[config.mk]
export PLATFORM = sky130hd
export DESIGN_NAME = ram_param
export DESIGN_NICKNAME = d
export VERILOG_FILES = /design/src/rtl/ram_pkg.sv /design/src/rtl/ram_array.sv /design/src/rtl/ram_param.sv
export SDC_FILE = /design/constraint.sdc
export NUM_CORES = 1
export LEC_CHECK = 0
export ABC_AREA = 1
export ABC_CLOCK_PERIOD_IN_PS = 3300
export CAP_MARGIN = 20
export CORE_UTILIZATION = 28
export CTS_BUF_LIST = sky130_fd_sc_hd__clkbuf_4
export DETAILED_ROUTE_END_ITERATION = 10
export GPL_ROUTABILITY_DRIVEN = 0
export SYNTH_ARGS = -nofsm -noshare
export SYNTH_HDL_FRONTEND = slang
export SYNTH_SLANG_ARGS = --single-unit
[constraint.sdc]
create_clock -name clk -period 3.3 [get_ports clk]
set_clock_uncertainty 0.1 [all_clocks]
set_input_delay 0.825 -clock clk [delete_from_list [all_inputs] [get_ports clk]]
set_output_delay 0.825 -clock clk [all_outputs]
set_load 0.05 [all_outputs]
[src/rtl/ram_pkg.sv]
// Shared types and helpers for the parametrised RAM (ram_param / ram_array).
package ram_pkg;

  typedef enum logic {CLEAR, READY} state_e;

  localparam int READ_LAT_MIN = 1;
  localparam int READ_LAT_MAX = 2;

  // Widest data word the parity helper covers; callers zero-extend.
  localparam int PAR_MAX_W = 64;

  function automatic logic even_par(input logic [PAR_MAX_W-1:0] d);
    return ^d;
  endfunction

endpackage

[src/rtl/ram_array.sv]
// Pure storage for ram_param: synchronous write, registered read and an
// optional second output register when READ_LAT is 2.
module ram_array
  import ram_pkg::*;
#(
  parameter int MEM_W    = 16,
  parameter int ADDR_W   = 6,
  parameter int DEPTH    = 64,
  parameter int READ_LAT = 1
) (
  input  logic              clk,
  input  logic              rst,
  input  logic              we,
  input  logic              re,
  input  logic [ADDR_W-1:0] addr,
  input  logic [MEM_W-1:0]  wdata,
  output logic [MEM_W-1:0]  rdata
);

  logic [MEM_W-1:0] mem [DEPTH];
  logic [MEM_W-1:0] rd_q;

  always_ff @(posedge clk)
    if (we) mem[addr] <= wdata;

  // Only the read registers are reset, so rdata is zero out of reset.
  always_ff @(posedge clk or negedge rst)
    if (!rst)    rd_q <= '0;
    else if (re) rd_q <= mem[addr];

  if (READ_LAT == READ_LAT_MAX) begin : g_out_reg
    logic             re_q;
    logic [MEM_W-1:0] out_q;
    always_ff @(posedge clk or negedge rst)
      if (!rst) begin
        re_q  <= 1'b0;
        out_q <= '0;
      end else begin
        re_q <= re;
        if (re_q) out_q <= rd_q;
      end
    assign rdata = out_q;
  end else begin : g_no_out_reg
    assign rdata = rd_q;
  end

endmodule

[src/rtl/ram_param.sv]
// Single-port RAM with valid/ready requests, pipelined read response and a
// post-reset clear engine. Define RAM_PARITY_EN to add even parity and rsp_perr.
module ram_param
  import ram_pkg::*;
#(
  parameter int              DATA_W    = 16,
  parameter int              ADDR_W    = 6,
  parameter int              DEPTH     = 64,
  parameter int              READ_LAT  = 1,
  parameter logic [DATA_W-1:0] CLEAR_VAL = '0
) (
  input  logic              clk,
  input  logic              rst,
  input  logic              req_valid,
  output logic              req_ready,
  input  logic              req_we,
  input  logic [ADDR_W-1:0] req_addr,
  input  logic [DATA_W-1:0] req_wdata,
  output logic              rsp_valid,
  output logic [DATA_W-1:0] rsp_rdata,
  output logic              rsp_err,
  output logic              init_done
`ifdef RAM_PARITY_EN
  ,
  output logic              rsp_perr
`endif
);

  // Illegal latencies clamp to the nearest supported value.
  localparam int STAGES = (READ_LAT > READ_LAT_MIN) ? READ_LAT_MAX : READ_LAT_MIN;
`ifdef RAM_PARITY_EN
  localparam int MEM_W = DATA_W + 1;
`else
  localparam int MEM_W = DATA_W;
`endif
  localparam logic [ADDR_W:0]   DEPTH_L  = (ADDR_W+1)'(DEPTH);
  localparam logic [ADDR_W-1:0] CNT_LAST = ADDR_W'(DEPTH - 1);

  state_e            state_q, state_d;
  logic [ADDR_W-1:0] cnt_q, cnt_d;
  logic [STAGES:1]   vld_pipe_q, vld_pipe_d;
  logic [STAGES:1]   err_pipe_q, err_pipe_d;

  logic              clearing, xfer, in_range, rd_acc;
  logic              arr_we, arr_re;
  logic [ADDR_W-1:0] arr_addr;
  logic [MEM_W-1:0]  arr_wdata, arr_rdata, clr_word, req_word;

`ifdef RAM_PARITY_EN
  assign clr_word = {even_par(PAR_MAX_W'(CLEAR_VAL)), CLEAR_VAL};
  assign req_word = {even_par(PAR_MAX_W'(req_wdata)), req_wdata};
`else
  assign clr_word = CLEAR_VAL;
  assign req_word = req_wdata;
`endif

  assign clearing  = (state_q == CLEAR);
  assign req_ready = (state_q == READY);
  assign init_done = (state_q == READY);
  assign xfer      = req_valid && req_ready;
  assign in_range  = ({1'b0, req_addr} < DEPTH_L);
  assign rd_acc    = xfer && !req_we;

  assign arr_we    = clearing || (xfer && req_we && in_range);
  assign arr_re    = rd_acc && in_range;
  assign arr_addr  = clearing ? cnt_q : req_addr;
  assign arr_wdata = clearing ? clr_word : req_word;

  always_comb begin
    state_d = state_q;
    cnt_d   = cnt_q;
    unique case (state_q)
      CLEAR: begin
        cnt_d = cnt_q + 1'b1;
        if (cnt_q == CNT_LAST) state_d = READY;
      end
      READY:   ;
      default: state_d = CLEAR;
    endcase
  end

  // Err bits only move with a valid entry so the last response's error
  // (and therefore the zeroed rdata) persists while rsp_valid is low.
  always_comb begin
    vld_pipe_d    = vld_pipe_q;
    err_pipe_d    = err_pipe_q;
    vld_pipe_d[1] = rd_acc;
    if (rd_acc) err_pipe_d[1] = !in_range;
    for (int i = 2; i <= STAGES; i++) begin
      vld_pipe_d[i] = vld_pipe_q[i-1];
      if (vld_pipe_q[i-1]) err_pipe_d[i] = err_pipe_q[i-1];
    end
  end

  always_ff @(posedge clk or negedge rst)
    if (!rst) begin
      state_q    <= CLEAR;
      cnt_q      <= '0;
      vld_pipe_q <= '0;
      err_pipe_q <= '0;
    end else begin
      state_q    <= state_d;
      cnt_q      <= cnt_d;
      vld_pipe_q <= vld_pipe_d;
      err_pipe_q <= err_pipe_d;
    end

  ram_array #(
    .MEM_W   (MEM_W),
    .ADDR_W  (ADDR_W),
    .DEPTH   (DEPTH),
    .READ_LAT(STAGES)
  ) u_arr (
    .clk  (clk),
    .rst  (rst),
    .we   (arr_we),
    .re   (arr_re),
    .addr (arr_addr),
    .wdata(arr_wdata),
    .rdata(arr_rdata)
  );

  assign rsp_valid = vld_pipe_q[STAGES];
  assign rsp_err   = rsp_valid && err_pipe_q[STAGES];
  assign rsp_rdata = err_pipe_q[STAGES] ? '0 : arr_rdata[DATA_W-1:0];
`ifdef RAM_PARITY_EN
  assign rsp_perr  = rsp_valid && !err_pipe_q[STAGES] && (^arr_rdata);
`endif

endmodule

==> impl_metrics.tcl <==
set metrics [dict create \
    worstSkewPairLatency_ns 1.14 \
    crit_path_top_delay_cell "sky130_fd_sc_hd__dlygate4sd2_1" \
    critical_path.cell_chain "dlygate4sd2_1" \
    die_area_mm2 0.162 \
    storage_cell_area_mm2 0.0314 \
    synthSimpleGateAreaFrac 0.161 \
    die_h_um 402 \
    cts_sinks 1048 \
    synth.avg_cell_area_um2 10.7 \
    power_density_mw_per_mm2 472 \
    synth_fa_ha_area_frac 0.000279 \
    synth.yosys.seq_area_share 0.699 \
    reg2reg_slack_ns 0.14 \
    routed_wl_um 122000 \
    drt_first_iter_violations 2743 \
    preCtsSetupSlack_ns -0.716 \
    coreArea_mm2 0.159 \
    final_hold_violation_count 0 \
    run_status "finished clean" \
    clock_path_buffers 4 \
    yosys-mux-area-fraction 0 \
    synth_edf_count 1024 \
    worst_pin_slew_ns 0.965 \
    worst_setup_path_end_kind "output port" \
    async_flop_share 0.0229 \
    starting_density 0.282 \
    grt_remaining_overflow 0 \
    post_synth_most_frequent_cells "1171 x sky130_fd_sc_hd__nand2_1, 1024 x sky130_fd_sc_hd__edfxtp_1, 889 x sky130_fd_sc_hd__inv_1, 359 x sky130_fd_sc_hd__nand3_1, 188 x sky130_fd_sc_hd__nor2_1" \
    crit_family "buffers and inverters" \
    cts_root_buf "sky130_fd_sc_hd__clkbuf_4" \
    cts_setup_buffers 0 \
    drive_above_1_share 0.169 \
    type_of_the_worst_setup_path "register to output port" \
    synth_most_common_cell "sky130_fd_sc_hd__nand2_1" \
    synthXorXnorAreaFrac 0.000586 \
    postSynthNetCount 4199 \
    critical_path.max_stage_delay_ns 0.58 \
    ant_nets 0 \
    worst_ep_required_time_ns 2.37 \
    synth-compound-area-share 0.0411 \
    grt_first_pass_wirelength_um 183000 \
    max-vdd-ir-drop_mv 0.262 \
    multi_input_area_mm2 0.00916 \
    timing.max_cap.violations 0 \
    floorplan.rows 146 \
    synth-seq-cells 1048 \
    timing.slew.headroom 0.357 \
    area_contributors_post_synth "sky130_fd_sc_hd__edfxtp_1 69%, sky130_fd_sc_hd__nand2_1 9.8%, sky130_fd_sc_hd__inv_1 7.4%, sky130_fd_sc_hd__nand3_1 4.0%, sky130_fd_sc_hd__o211ai_1 3.0%" \
    synth.lib_cells_used.distinct 31 \
    layout-area-overhead-vs-synth_pct 20.8 \
    combinational_family_with_the_most_area_after_synthesis "simple AND/OR/NAND/NOR gates" \
    final-setup-viol-count 0 \
    die_w_um 402 \
    totalPowerFinal_mw 25.6 \
    antenna_violations_before_repair 9 \
    place.port_buffers 44 \
    grt_use_total 0.150 \
    filler_cell_count 15800 \
    post-route-worst-setup-slack_ns 0.141 \
    vias_in_the_first_global_route 29600 \
    synth_area_mm2 0.0448 \
    i_o_pin_count 46 \
    yosysWarnings 0 \
    leakage_nw 23.5 \
    dp_hpwl_um 75800 \
    vias_per_cell 4.42 \
    hold_class "primary input to async pin" \
    cts_tree "yes" \
    final.setup.tns_ns 0 \
    worst_setup_path_start_kind "register" \
    post-route-drc-count 0 \
    ys_dominant_reg_cell "sky130_fd_sc_hd__edfxtp_1" \
    worst-path-max-fanout 2 \
    drt_first_pass_iters 6 \
    period_share 0.957 \
    grt_start_max_net_pins 65 \
    share_of_the_synthesized_area_in_the_top_cell_type 0.686 \
    synthesis.instances 4172 \
    drv_slew 0 \
    layout.core_utilization 0.341 \
    avgRoutedWirePerCell_um 17.7 \
    critical_path.n_buffers_inverters 1 \
    fin_nets 4668 \
    fmaxAchievable_mhz 317 \
    synth_top_cell_by_area "sky130_fd_sc_hd__edfxtp_1" \
    cts_max_level 5 \
    tritoncts.num_buffers 293 \
    critical_path_arrival_ns 2.23 \
    via_count 30500 \
    finalCriticalPeriod_ns 3.16 \
    clkSlewWorstSetupHoldPaths_ns 0.07 \
]
[cells in the final DEF (no fill, tap or decap), types with 2 or more instances in the layout]
master	n
sky130_fd_sc_hd__a21oi_1	4
sky130_fd_sc_hd__buf_12	119
sky130_fd_sc_hd__buf_2	3
sky130_fd_sc_hd__buf_4	198
sky130_fd_sc_hd__clkbuf_4	422
sky130_fd_sc_hd__clkdlybuf4s15_2	4
sky130_fd_sc_hd__clkdlybuf4s50_1	24
sky130_fd_sc_hd__clkinv_1	35
sky130_fd_sc_hd__clkinv_2	6
sky130_fd_sc_hd__dfrtp_1	23
sky130_fd_sc_hd__diode_2	3
sky130_fd_sc_hd__dlygate4sd2_1	12
sky130_fd_sc_hd__edfxtp_1	1024
sky130_fd_sc_hd__inv_1	873
sky130_fd_sc_hd__inv_2	28
sky130_fd_sc_hd__nand2_1	1171
sky130_fd_sc_hd__nand2_2	3
sky130_fd_sc_hd__nand2_8	2
sky130_fd_sc_hd__nand3_1	359
sky130_fd_sc_hd__nand4_1	15
sky130_fd_sc_hd__nor2_1	185
sky130_fd_sc_hd__nor2_2	3
sky130_fd_sc_hd__nor2_4	5
sky130_fd_sc_hd__nor3_1	2
sky130_fd_sc_hd__nor3_2	4
sky130_fd_sc_hd__nor3_4	2
sky130_fd_sc_hd__o211ai_1	180
sky130_fd_sc_hd__o21ai_0	21
sky130_fd_sc_hd__o21ai_1	65
sky130_fd_sc_hd__o21ai_2	2
sky130_fd_sc_hd__or2_2	12
sky130_fd_sc_hd__xor2_1	3
[routing by layer]
layer | GRT usage | vias up | part of all wire
li1 | - | 14600 | -
met1 | 0.206 | 14500 | 0.45
met2 | 0.234 | 1149 | 0.45
met3 | 0.0320 | 214 | 0.080
met4 | 0.0531 | 2 | 0.024
met5 | 0 | - | 0.00015
[cell type report]
class	count	area share
Multi-Input combinational cell	2042	0.169
Sequential cell	1048	0.579
Clock inverter	49	0.00402
Clock buffer	422	0.0585
Timing Repair Buffer	362	0.0793
Inverter	894	0.0620
Antenna cell	3	0.000139
Tap cell	2072	0.0479
[logic make-up after synthesis]
logic type / count (synthesis)
compound gates: 274
xor+xnor: 3
fa+ha+maj: 1
buf+inv: 1082
flops: 1048
other cells: 1
simple gates: 1763
[final timing paths]
kind,from,endpoint,cells after the start
worst min register to register,cnt_q[3],cnt_q[3],1
min in group clk,cnt_q[3],cnt_q[3],1
max in group asynchronous,rst,init_done,2
worst max-delay path,u_arr.rdata[11],rsp_rdata[11],1
worst min-delay path,rst,u_arr.rdata[9],2
worst max register to register,init_done,u_arr.rdata[15],12
[metrics by stage]
stage	cell area (um^2)	hold slack, ns	cells
3_3_place_gp	50800	0.383	6417
6_report	54100	0.255	6892
3_5_place_dp	50800	0.387	6417
2_1_floorplan	44800	0.363	4172
5_1_grt	54100	0.258	6892
4_1_cts	54100	0.168	6889
[where the power goes]
group	leakage, nW	internal, mW	switching (mW)	total, mW
Combinational	14.0	0.0453	0.0689	0.114
Clock	2.06	5.88	5.18	11.1
Sequential	7.44	14.4	0.0220	14.4
[state kept, by name, indices dropped and copies added, names as in the netlist]
register and flops:
cnt_q 6, init_done 1, u_arr.mem 1024, u_arr.rdata 16, rsp_valid 1
[what timing repair did]
action	4_1_cts	5_1_grt
setup endpoints to repair	19	1
hold buffers	1	0
gates resized for setup	36	1
endpoints found under the hold margin	24	0
Power figures use the tool's default switching activity.
